==> config.mk <==
export PLATFORM = sky130hd
export DESIGN_NAME = cache_fill_fsm
export DESIGN_NICKNAME = d
export VERILOG_FILES = /design/src/rtl/cache_fill_fsm.sv
export SDC_FILE = /design/constraint.sdc
export NUM_CORES = 1
export LEC_CHECK = 0
export BUFFER_PORTS_ARGS = -buffer_cell sky130_fd_sc_hd__buf_2
export CORE_MARGIN = 5
export CORE_UTILIZATION = 45
export CTS_BUF_LIST = sky130_fd_sc_hd__clkbuf_8
export CTS_CLUSTER_DIAMETER = 40
export DETAILED_ROUTE_END_ITERATION = 12
export PLACE_DENSITY = 0.84
export SLEW_MARGIN = 20
export SYNTH_ARGS = -nofsm -noshare
export SYNTH_HDL_FRONTEND = slang
export SYNTH_SLANG_ARGS = --single-unit
==> constraint.sdc <==
create_clock -name clk -period 3.7 [get_ports clk]
set_clock_uncertainty 0.2 [all_clocks]
set_input_delay 0.37 -clock clk [delete_from_list [all_inputs] [get_ports clk]]
set_output_delay 0.37 -clock clk [all_outputs]
set_load 0.05 [all_outputs]
==> src/rtl/cache_fill_fsm.sv <==
`default_nettype none
// +----------------------------------------------------------------------+
// | cache_fill_fsm : cache miss block-fill controller for memory4c        |
// | Rev 1.0                                                              |
// +----------------------------------------------------------------------+
module cache_fill_fsm #(
    parameter int ADDR_WIDTH  = 16,
    parameter int BLOCK_WORDS = 8
) (
    input  logic                           clk,
    input  logic                           rst_n,
    input  logic                           miss_detected,
    input  logic [ADDR_WIDTH-1:0]          miss_address,
    input  logic                           memory_data_valid,
    input  logic [15:0]                    memory_data,
    output logic                           fsm_busy,
    output logic                           mem_enable,
    output logic [ADDR_WIDTH-1:0]          memory_address,
    output logic                           write_data_array,
    output logic [$clog2(BLOCK_WORDS)-1:0] word_index,
    output logic [15:0]                    fill_data,
    output logic                           write_tag_array
);

    localparam int c_IDX_W = $clog2(BLOCK_WORDS);
    localparam int c_CNT_W = c_IDX_W + 1;
    localparam logic [ADDR_WIDTH-1:0] c_OFF_MASK = ADDR_WIDTH'(2 * BLOCK_WORDS - 1);
    localparam logic [c_CNT_W-1:0]    c_ISSUE_MAX = c_CNT_W'(BLOCK_WORDS);
    localparam logic [c_IDX_W-1:0]    c_RECV_LAST = c_IDX_W'(BLOCK_WORDS - 1);

    typedef enum logic [0:0] {
        S_IDLE = 1'b0,
        S_FILL = 1'b1
    } state_t;

    state_t                  r_state;
    logic [c_CNT_W-1:0]      r_issue_cnt;
    logic [c_IDX_W-1:0]      r_recv_cnt;
    logic [ADDR_WIDTH-1:0]   r_base;

    logic                    w_active;
    logic                    w_issue;
    logic                    w_recv;
    logic                    w_last;

    // Outputs are forced quiet while rst_n is low, even mid-fill.
    assign w_active = (r_state == S_FILL) && rst_n;
    assign w_issue  = w_active && (r_issue_cnt < c_ISSUE_MAX);
    assign w_recv   = w_active && memory_data_valid;
    assign w_last   = w_recv && (r_recv_cnt == c_RECV_LAST);

    always_comb begin
        fsm_busy         = w_active;
        mem_enable       = w_issue;
        memory_address   = '0;
        write_data_array = w_recv;
        word_index       = r_recv_cnt;
        fill_data        = memory_data;
        write_tag_array  = w_last;
        if (w_issue) begin
            memory_address = r_base + ADDR_WIDTH'({r_issue_cnt, 1'b0});
        end
    end

    always_ff @(posedge clk) begin
        if (!rst_n) begin
            r_state     <= S_IDLE;
            r_issue_cnt <= '0;
            r_recv_cnt  <= '0;
            r_base      <= '0;
        end else begin
            case (r_state)
                S_IDLE: begin
                    if (miss_detected) begin
                        r_base      <= miss_address & ~c_OFF_MASK;
                        r_issue_cnt <= '0;
                        r_recv_cnt  <= '0;
                        r_state     <= S_FILL;
                    end
                end
                S_FILL: begin
                    if (w_issue) begin
                        r_issue_cnt <= r_issue_cnt + c_CNT_W'(1);
                    end
                    // Receive count wraps to zero on the final word.
                    if (w_recv) begin
                        r_recv_cnt <= r_recv_cnt + c_IDX_W'(1);
                    end
                    if (w_last) begin
                        r_state <= S_IDLE;
                    end
                end
                default: r_state <= S_IDLE;
            endcase
        end
    end

endmodule
`default_nettype wire

**After elaboration in Yosys (flattened, before gate mapping)**

Index checks and enable logic that the tools add are counted.

- Input port bits: 36
- Output and inout bits: 39
- Register bits: 20
- Word-level logic and storage cells: 30

- Bitwise operators: 1
- Reductions and logical operators: 7
- $lt $le $gt $ge: 1
- $add $sub $neg: 3
- Muxes and demuxes: 10
- Equality and inequality tests: 4

Operators by type and width:

| operator | count |
|---|---|
| adder 16 x 5 -> 16 bit | 1 |
| two-way mux 16 bit | 1 |
| two-way mux 4 bit | 2 |
| one-hot mux 4 bit (2 select lines) | 1 |
| two-way mux 3 bit | 2 |
| one-hot mux 3 bit (2 select lines) | 1 |
| AND reduction 2 bit | 3 |
| adder 4 x 1 -> 4 bit (second input constant) | 1 |
| logical AND 1 bit | 4 |
| < comparator 4 bit (second input constant) | 1 |
| inequality test 2 bit (second input constant) | 2 |
| adder 3 x 1 -> 3 bit (second input constant) | 1 |
| equality test 3 bit (second input constant) | 1 |
| two-way mux 1 bit | 2 |
| inequality test 2 x 1 -> 1 bit (second input constant) | 1 |
| one-hot mux 1 bit (2 select lines) | 1 |
| NOT 1 bit | 1 |

**Longest topological paths before layout**

Gate-level depths: netlist of run 1.

- Depth in word-level cells: 5
- Depth in mapped cells: 5
- Mapped depth without buffers: 4

**Least setup slack after synthesis of run 1**

Ideal clock, no wire load.

- Path kind: register -> output
- From: register r_issue_cnt[3]
- To: output port memory_address[13]
- Path buffers: 0
- Data required time: 3130 ps
- Arrival: 1983 ps
- Setup slack: 1147 ps
- Cell stages (with the launch flop): 5
- Cells stage by stage: dfxtp_1 ha_1 inv_1 or4_1 a21oi_1

- Cells in the longest elaborated chain, start to end: 3
- Elaborated cells between the ends (all ways): 4
- Classes of those cells: add/sub (1); order compare (1); mux (1); reduce/logical (1)

Ends and longest elaborated chain:

| item | RTL line | RTL |
|---|---|---|
| from (decl) | 37 | `logic [c_CNT_W-1:0] r_issue_cnt;` |
| from (signal assigned) | 83 | `r_issue_cnt <= r_issue_cnt + c_CNT_W'(1);` |
| branches (longest 2 deep; another with adder 16 x 5 -> 16 bit) | - |  |
| two-way mux 16 bit (*) | 60 | `if (w_issue) begin` |
| to (decl) | 18 | `output logic [ADDR_WIDTH-1:0] memory_address,` |

Every way passes the cells marked *.

**Worst setup path in the final report of run 1**

- From: register r_state
- To: output port memory_address[1]

- Cells in the longest elaborated chain, start to end: 3

Ends and longest elaborated chain:

| item | RTL line | RTL |
|---|---|---|
| from (decl) | 36 | `state_t r_state;` |
| from (signal assigned) | 67 | `r_state <= S_IDLE;` |
| from (signal assigned) | 78 | `r_state <= S_FILL;` |
| from (signal assigned) | 90 | `r_state <= S_IDLE;` |
| logical AND 1 bit | 47 | `assign w_active = (r_state == S_FILL) && rst_n;` |
| logical AND 1 bit | 48 | `assign w_issue = w_active && (r_issue_cnt < c_ISSUE_MAX);` |
| two-way mux 16 bit | 60 |  |

Every way passes these cells.

==> reports/metrics.cfg, run 1 <==
[synthesis]
yosys_warnings = 0
async_flop_share_pct = 0
synth_largest_type_area_fraction_pct = 31.0
muxShareOfSynthArea_pct = 0.775
yosys.cell_types.count = 29
seq_total_area_yosys_pct = 31.0
syn-num-nets = 207
ys.flop_type = sky130_fd_sc_hd__dfxtp_1
synth_compound_area_share_pct = 18.8
synth-edff-count = 0
xor_and_xnor_area_share_after_synthesis_pct = 2.71
syn_area_mm2 = 0.00129
syn_avg_cell_area_um2 = 7.78
post_synth_fa_ha_maj_area_fraction_pct = 4.84
synth_area_leader_cell = sky130_fd_sc_hd__dfxtp_1
synthCells = 166
combinational_family_with_the_most_area_after_synthesis = simple AND/OR/NAND/NOR gates
yosysMostFrequentCell = sky130_fd_sc_hd__nand2_1
post_synth_main_area_contributors = sky130_fd_sc_hd__dfxtp_1 (31%), sky130_fd_sc_hd__buf_4 (9.9%), sky130_fd_sc_hd__nand2_1 (9.3%)
post_synth_and_or_nand_nor_area_fraction_pct = 27.9
yosys_register_bits = 20
synth_commonest_cells = sky130_fd_sc_hd__nand2_1 (32), sky130_fd_sc_hd__dfxtp_1 (20), sky130_fd_sc_hd__buf_4 (17), sky130_fd_sc_hd__a21boi_0 (14), sky130_fd_sc_hd__a21oi_1 (8)

[setup_path]
critPathCaptureType = output pin
worstPathArrival_ps = 2060
worst-path-max-fanout = 17
worst_ep_required_time_ps = 3130
crit_path_start_kind = flop
cp-startpoint = r_state
timing.rr.start = r_state
regToRegSetupSlack_ps = 1910
critical_path_class = reg2out

[floorplanning]
floorplan.initialDensity_pct = 46.8
die_area_mm2 = 0.00404
fp.dieH_um = 63.6
floorplan.die.width_um = 63.6
io_pins = 75
coreArea_mm2 = 0.00276
floorplan.rows = 19

[global_routing]
gr-usage-all-layers_pct = 12.6
grt_first_pass_wirelength_um = 4340
number_of_antenna_violations_at_the_first_check_in_global_routing = 0
grt_start_max_net_pins = 24
grt_pass1_vias = 992
globalRouteOverflowTotal = 0

[detailed_routing]
route.detailed.vias_per_inst = 5.34
drt-initial-drc-count = 71
routed_wire_length_per_instance_um = 12.0
drt_wl_total_um = 2540
first_pass_iters = 4
antenna_violating_nets_post_route = 0
count_of_vias_placed_by_the_detailed_router = 1133
remaining_drc_errors = 0

[clock_tree]
tritoncts_num_sinks = 20
cts.clk_slew.worst_paths_ps = 60
cts_tree = built
htree_num_levels = 1
post-cts-setup-buffers = 0
cts_buffers = 3
hold_buf_count_cts = 0
cts_resized = 0
insertion_delay_ps = 250
clock_tree.root_cell = sky130_fd_sc_hd__clkbuf_8
clock_path_buffers = 2

[pwr]
vdd.ir_drop.worst_mv = 0.227
p_seq_share_pct = 54.2
power.switching_mw = 0.120
power_frac_comb_pct = 15.4
p_leak_nw = 0.600
p_per_area_mw_per_mm2 = 317
switching_share_of_power_pct = 27.1
cellInternalPower_mw = 0.322
clock_power_share_pct = 30.4
design_power_total_mw = 0.442

[cells_and_area]
number_of_nets_in_the_layout = 224
n_antenna_cell = 0
area_overhead_of_the_layout_relative_to_synthesis_pct = 7.75
final_area_mm2 = 0.00139
layout-drive-gt1-share_pct = 23.8

[placed_design]
dpl_cell_area_mm2 = 0.00135
post-dp-hpwl_um = 1900
gp_congestion = 0.840
detailedPlace.worstSlack_ps = 1340
io_buffer_count = 37

[sta]
setup_tns_ps = 0
worst-slew-pin-transition_ps = 839
final-setup-viol-count = 0
max-slew-margin-rel_pct = 44.0
finalWorstSetupSlack_ps = 1070
achievable-frequency_ghz = 0.381
slew_viol_final = 0
grt_setup_unrepaired = false
layout_worst_path_cycle_share_pct = 71.0
timing_hold_violations_final = 0
period_minus_slack_ps = 2630

[min_path]
min-delay-path-class = in2reg
hp-start = miss_address[12]

[outcome]
outcome = finished clean

[run]
cap_viol_max_count = 0

==> registers in the layout, summed over array words and instances, names as in the netlist <==
| name | cells |
|---|---|
| r_base | 12 |
| r_issue_cnt | 4 |
| r_state | 1 |
| word_index | 3 |
==> through the flow <==
stage                     util, %  hold slack [ps]  cells
final                        50.5              165    212
after global routing         50.5              170    212
after floorplan                 -              252    166
after global placement       49.0              277    209
after detailed placement     49.0              288    209
after CTS                    50.5              163    212
==> layout by cell type (no fill, tap or decap) <==
cell,synthesis,final
sky130_fd_sc_hd__nor2_1,6,6
sky130_fd_sc_hd__conb_1,1,1
sky130_fd_sc_hd__nor2b_1,4,4
sky130_fd_sc_hd__xor2_1,3,3
sky130_fd_sc_hd__ha_1,5,5
sky130_fd_sc_hd__clkbuf_8,0,3
sky130_fd_sc_hd__a31oi_1,2,2
sky130_fd_sc_hd__or3_2,2,2
sky130_fd_sc_hd__a21oi_1,8,8
sky130_fd_sc_hd__nor3b_1,3,3
sky130_fd_sc_hd__a32oi_1,2,2
sky130_fd_sc_hd__nand3_1,2,2
sky130_fd_sc_hd__inv_1,3,3
sky130_fd_sc_hd__mux2i_1,1,1
sky130_fd_sc_hd__nand4_1,3,3
sky130_fd_sc_hd__dfxtp_1,20,20
sky130_fd_sc_hd__nand3b_1,1,1
sky130_fd_sc_hd__nand4_2,1,1
sky130_fd_sc_hd__or4_1,5,5
sky130_fd_sc_hd__buf_2,0,37
sky130_fd_sc_hd__a21boi_0,14,14
sky130_fd_sc_hd__and3_1,2,2
sky130_fd_sc_hd__nand2b_1,2,2
sky130_fd_sc_hd__o21ai_0,6,6
sky130_fd_sc_hd__xnor2_1,1,1
sky130_fd_sc_hd__and2_1,7,7
sky130_fd_sc_hd__o31ai_1,5,5
sky130_fd_sc_hd__nand2_1,32,32
==> power groups by stage <==
stage          Sequential (mW)  Clock [mW]  Combinational [mW]
2_1_floorplan            0.241           0              0.0980
3_3_place_gp             0.244           0              0.0676
3_5_place_dp             0.244           0              0.0687
4_1_cts                  0.239       0.140              0.0690
5_1_grt                  0.242       0.155              0.0750
6_report                 0.239       0.134              0.0681
==> cell families (layout without fill, tap and decap cells) <==
logic type | Yosys count | count (layout)
flops | 20 | 20
mux | 1 | 1
buf+inv | 28 | 43
fa+ha+maj | 5 | 5
xor+xnor | 4 | 4
compound gates | 37 | 37
other cells | 1 | 1
simple gates | 70 | 70
==> cell type report <==
type	count	area, um2
clock buffers	3	41.3
flip-flops and latches	20	400
fillers	281	1370
inverters	3	11.3
well taps	31	38.8
repair buffers	37	185
multi-input cells	118	714
==> critical path, cell delays in order (launching register included) <==
cell	delay, ps
sky130_fd_sc_hd__dfxtp_1	610
sky130_fd_sc_hd__nor2b_1	280
sky130_fd_sc_hd__nand2_1	290
sky130_fd_sc_hd__inv_1	220
sky130_fd_sc_hd__and2_1	150
sky130_fd_sc_hd__buf_2	260
==> layer usage <==
metal / global-route usage, % / vias up / wire length [um]
met5: 0 / - / 0
li1: - / 586 / -
met2: 20.2 / 34 / 1110
met1: 16.9 / 507 / 1200
met4: 3.38 / 0 / 25
met3: 2.84 / 6 / 207
==> path summary, 6_finish.rpt <==
path,endpoint,depth (start not counted)
setup reg to reg,r_issue_cnt[3],3
hold / removal,r_base[12],3
setup / recovery,memory_address[1],5
hold reg to reg,r_base[15],2
(Power assumes the default switching activity.)
==> run 2: changes to the inputs <==
Clock period 3.7 ns to 2.46 ns, I/O delays scaled along.
==> reports/metrics.cfg, run 2 (synthesis results as in run 1) <==
[min_path]
min-delay-path-class = in2reg

[detailed_routing]
route.detailed.vias_per_inst = 5.34
drt-initial-drc-count = 94
antenna_violating_nets_post_route = 0
first_pass_iters = 4
routed_wire_length_per_instance_um = 12.7
count_of_vias_placed_by_the_detailed_router = 1153
remaining_drc_errors = 0
drt_wl_total_um = 2750

[clock_tree]
insertion_delay_ps = 250
cts_buffers = 3
cts_tree = built
tritoncts_num_sinks = 20
clock_path_buffers = 2
htree_num_levels = 1
cts.clk_slew.worst_paths_ps = 70
clock_tree.root_cell = sky130_fd_sc_hd__clkbuf_8
post-cts-setup-buffers = 0

[sta]
slew_viol_final = 0
layout_worst_path_cycle_share_pct = 95.8
timing_hold_violations_final = 0
finalWorstSetupSlack_ps = 102
achievable-frequency_ghz = 0.424
period_minus_slack_ps = 2360
final-setup-viol-count = 0

[floorplanning]
floorplan.initialDensity_pct = 46.8
io_pins = 75
floorplan.die.width_um = 63.6
die_area_mm2 = 0.00404
floorplan.rows = 19
fp.dieH_um = 63.6
coreArea_mm2 = 0.00276

[cells_and_area]
largest_register_ff_count = 12
layout-drive-gt1-share_pct = 27.0
number_of_inserted_filler_cells_in_the_final_layout = 284
final_cells = 216
layout_commonest_cell = sky130_fd_sc_hd__buf_2
number_of_nets_in_the_layout = 227
largest_register = r_base
leading_cell_types_in_the_layout_fill_and_taps_excluded = sky130_fd_sc_hd__buf_2 (35), sky130_fd_sc_hd__nand2_1 (32), sky130_fd_sc_hd__dfxtp_1 (18)
area_overhead_of_the_layout_relative_to_synthesis_pct = 12.0
n_antenna_cell = 0

[setup_path]
endpoint = memory_address[14]
timing.rr.start = r_state
worstPathArrival_ps = 1910
critPathCaptureType = output pin
regToRegSetupSlack_ps = 870
worstReg2RegEnd = r_base[14]
critical_path_class = reg2out
rr_worst_depth = 5
crit_path_start_kind = flop
worst_ep_required_time_ps = 2010
worst-path-max-fanout = 14
cp-startpoint = r_base[6]

[global_routing]
number_of_antenna_violations_at_the_first_check_in_global_routing = 0
grt_first_pass_wirelength_um = 4500
grt_pass1_vias = 1021
gr-usage-all-layers_pct = 13.4
grt_start_max_net_pins = 23
globalRouteOverflowTotal = 0

[pwr]
cellInternalPower_mw = 0.522
p_per_area_mw_per_mm2 = 496
power.switching_mw = 0.195
vdd.ir_drop.worst_mv = 0.403
p_leak_nw = 0.622
clock_power_share_pct = 34.4
switching_share_of_power_pct = 27.2
power_frac_comb_pct = 15.7
p_seq_share_pct = 49.9

[placed_design]
post-dp-hpwl_um = 2050
placed_cells = 212
gp_congestion = 0.847
detailedPlace.worstSlack_ps = 294
io_buffer_count = 37

[run]
cap_viol_max_count = 0

[outcome]
outcome = finished clean

run 2: cell types whose count changed in the layout (fill, tap and decap cells not counted), sizes merged:
cell	previous run	this run
buf	37	39
clkbuf	3	5
run 2: worst min path at each step:
stage / start / end / slack, ps / cells past startpoint
6_report: miss_address[9] / r_base[9] / 30 / 3
5_1_grt: miss_address[10] / r_base[10] / 50 / 3
4_1_cts: miss_address[10] / r_base[10] / 40 / 3
3_5_place_dp: r_base[12] / r_base[12] / 290 / 2
3_3_place_gp: r_base[4] / r_base[4] / 280 / 2
2_1_floorplan: memory_data_valid / r_state / 160 / 1
run 2: critical path: stages (launching register included):
cell and delay [ps]:
sky130_fd_sc_hd__dfxtp_1 450, sky130_fd_sc_hd__nand4_4 210, sky130_fd_sc_hd__or4_1 540, sky130_fd_sc_hd__a21oi_1 160, sky130_fd_sc_hd__buf_2 290
run 2: final cells by class:
| class | instances | area [um2] | area share [%] |
|---|---|---|---|
| sequential | 20 | 403 | 27.9 |
| clock buffer | 4 | 55.1 | 3.81 |
| inverter | 3 | 11.3 | 0.779 |
| tap | 31 | 38.8 | 2.68 |
| timing repair buffer | 40 | 213 | 14.7 |
| multi-input combinational | 118 | 726 | 50.2 |
run 2: repair_timing:
action | in CTS | in global routing
gates resized for setup | 0 | 7
hold buffers | 0 | 0
endpoints found under the hold margin | 0 | 0
endpoints found under the setup margin | 0 | 7
run 2: routing by layer:
layer / vias up / share of wire (%) / global-route usage (%)
met5: - / 0 / 0
met4: 0 / 1.8 / 6.49
met3: 8 / 9.3 / 3.37
met2: 41 / 45 / 21.4
met1: 514 / 44 / 16.6
li1: 590 / - / -
run 2: power by group through the flow:
stage	Clock (mW)	Combinational (mW)	Sequential, mW
3_3_place_gp	0	0.111	0.363
3_5_place_dp	0	0.112	0.363
6_report	0.246	0.113	0.358
2_1_floorplan	0	0.147	0.363
5_1_grt	0.268	0.124	0.361
4_1_cts	0.251	0.113	0.356
run 2: through the flow:
stage / hold slack, ps / setup TNS (ps) / power, mW / cell area (um2) / utilization (%)
4_1_cts: 36.6 / 0 / 0.720 / 1430 / 51.8
3_3_place_gp: 277 / 0 / 0.473 / 1370 / 49.8
5_1_grt: 45.2 / -7.18 / 0.753 / 1450 / 52.5
2_1_floorplan: 157 / 0 / 0.510 / 1290 / -
6_report: 34.2 / 0 / 0.717 / 1450 / 52.5
3_5_place_dp: 290 / 0 / 0.476 / 1370 / 49.8
==> run 3: changes to the inputs <==
Clock period 2.46 ns to 2.2 ns, I/O delays scaled along.
==> reports/metrics.cfg, run 3 (synthesis results as in run 1) <==
[global_routing]
grt_first_pass_wirelength_um = 5280
gr-usage-all-layers_pct = 15.8
number_of_antenna_violations_at_the_first_check_in_global_routing = 0
globalRouteOverflowTotal = 0
grt_start_max_net_pins = 17
grt_pass1_vias = 1206

[sta]
finalWorstSetupSlack_ps = 32.9
slew_viol_final = 0
setup_tns_ps = 0
period_minus_slack_ps = 2170
final-setup-viol-count = 0
achievable-frequency_ghz = 0.461
layout_worst_path_cycle_share_pct = 98.5
timing_hold_violations_final = 3
worst_hold_slack_ps = -3.39

[detailed_routing]
antenna_violating_nets_post_route = 0
drt-initial-drc-count = 29
remaining_drc_errors = 0
route.detailed.vias_per_inst = 5.36
first_pass_iters = 5
count_of_vias_placed_by_the_detailed_router = 1211
drt_wl_total_um = 3140
routed_wire_length_per_instance_um = 13.9

[pwr]
p_leak_nw = 0.692
vdd.ir_drop.worst_mv = 0.445
p_per_area_mw_per_mm2 = 545

[setup_path]
timing.critical_path.slowest_cell_delay_ps = 490
crit_slowest_cell = sky130_fd_sc_hd__or4_4
crit_chain = ha_4, nand3_2, or4_4, a21oi_2, buf_6
critical_path_class = reg2out
worst-path-max-fanout = 6
critPathCaptureType = output pin
worst_ep_required_time_ps = 1780
critPathBufInv = 1
critical_path.top_delay_family = simple AND/OR/NAND/NOR gates
crit_path_start_kind = flop
worstPathArrival_ps = 1750

[min_path]
min-delay-path-class = in2reg

[clock_tree]
clock_tree.root_cell = sky130_fd_sc_hd__clkbuf_8
cts_tree = built
cts_buffers = 3
hold_buf_count_cts = 0
htree_num_levels = 1
tritoncts_num_sinks = 20
cts.clk_slew.worst_paths_ps = 70
insertion_delay_ps = 260
clock_path_buffers = 2

[floorplanning]
floorplan.initialDensity_pct = 46.8
die_area_mm2 = 0.00404
floorplan.rows = 19
io_pins = 75
floorplan.die.width_um = 63.6
fp.dieH_um = 63.6
coreArea_mm2 = 0.00276

[cells_and_area]
final_area_mm2 = 0.00167
layout_commonest_cell = sky130_fd_sc_hd__nand2_1
area_overhead_of_the_layout_relative_to_synthesis_pct = 29.0
largest_register = r_base
number_of_nets_in_the_layout = 237
leading_cell_types_in_the_layout_fill_and_taps_excluded = sky130_fd_sc_hd__nand2_1 (32), sky130_fd_sc_hd__buf_2 (28), sky130_fd_sc_hd__a21boi_0 (14), sky130_fd_sc_hd__buf_4 (14), sky130_fd_sc_hd__dfxtp_1 (11)
layout-drive-gt1-share_pct = 42.1
largest_register_ff_count = 12
n_antenna_cell = 0

[outcome]
violations = hold timing
outcome = finished, violations left

[placed_design]
io_buffer_count = 37
gp_congestion = 0.736
post-dp-hpwl_um = 2120
detailedPlace.worstSlack_ps = 39.4
dpl_cell_area_mm2 = 0.00143

[run]
cap_viol_max_count = 0

[run 3: path summary, 6_finish.rpt]
path	startpoint	slack [ps]	cells after the start	to
setup / recovery	r_issue_cnt[3]	30	5	memory_address[15]
setup reg to reg	r_state	670	4	r_base[8]
hold / removal	miss_address[11]	-3	3	r_base[11]
hold reg to reg	r_base[10]	300	2	r_base[10]
[run 3: worst min-delay path, stage by stage]
cell                       delay, ps
sky130_fd_sc_hd__buf_2            90
sky130_fd_sc_hd__nand2_1          40
sky130_fd_sc_hd__a21boi_0         60
[run 3: what timing repair did]
action                                  in CTS  in global routing
resized for setup                           19                 18
setup buffers                                3                  2
pin swaps                                    2                  8
cloned                                       1                  0
endpoints found under the setup margin       7                  7
[run 3: per-layer routing]
layer | vias to the layer above | global-route usage, % | part of all wire, %
li1 | 615 | - | -
met1 | 554 | 19.6 | 44
met2 | 36 | 26.5 | 49
met3 | 6 | 2.66 | 5.6
met4 | 0 | 6.49 | 1.7
met5 | - | 0 | 0
[run 3: cell type report]
type | instances | area (um2)
Clock buffer | 3 | 41.3
Clock inverter | 1 | 30.0
Fill cell | 232 | 1090
Inverter | 3 | 11.3
Multi-Input combinational cell | 119 | 811
Sequential cell | 20 | 417
Tap cell | 31 | 38.8
Timing Repair Buffer | 49 | 317
[run 3: per-stage QoR]
stage	power (mW)	cells	util (%)
3_3_place_gp	0.538	216	51.8
5_1_grt	0.945	226	60.4
4_1_cts	0.907	224	57.8
3_5_place_dp	0.542	216	51.8
6_report	0.908	226	60.4
2_1_floorplan	0.574	166	-
[run 3: where the power goes]
part           switching [mW]  internal, mW  total (mW)
logic                  0.0884        0.0526       0.141
registers              0.0224         0.379       0.402
clock network           0.122         0.243       0.365
total                   0.233         0.675       0.908
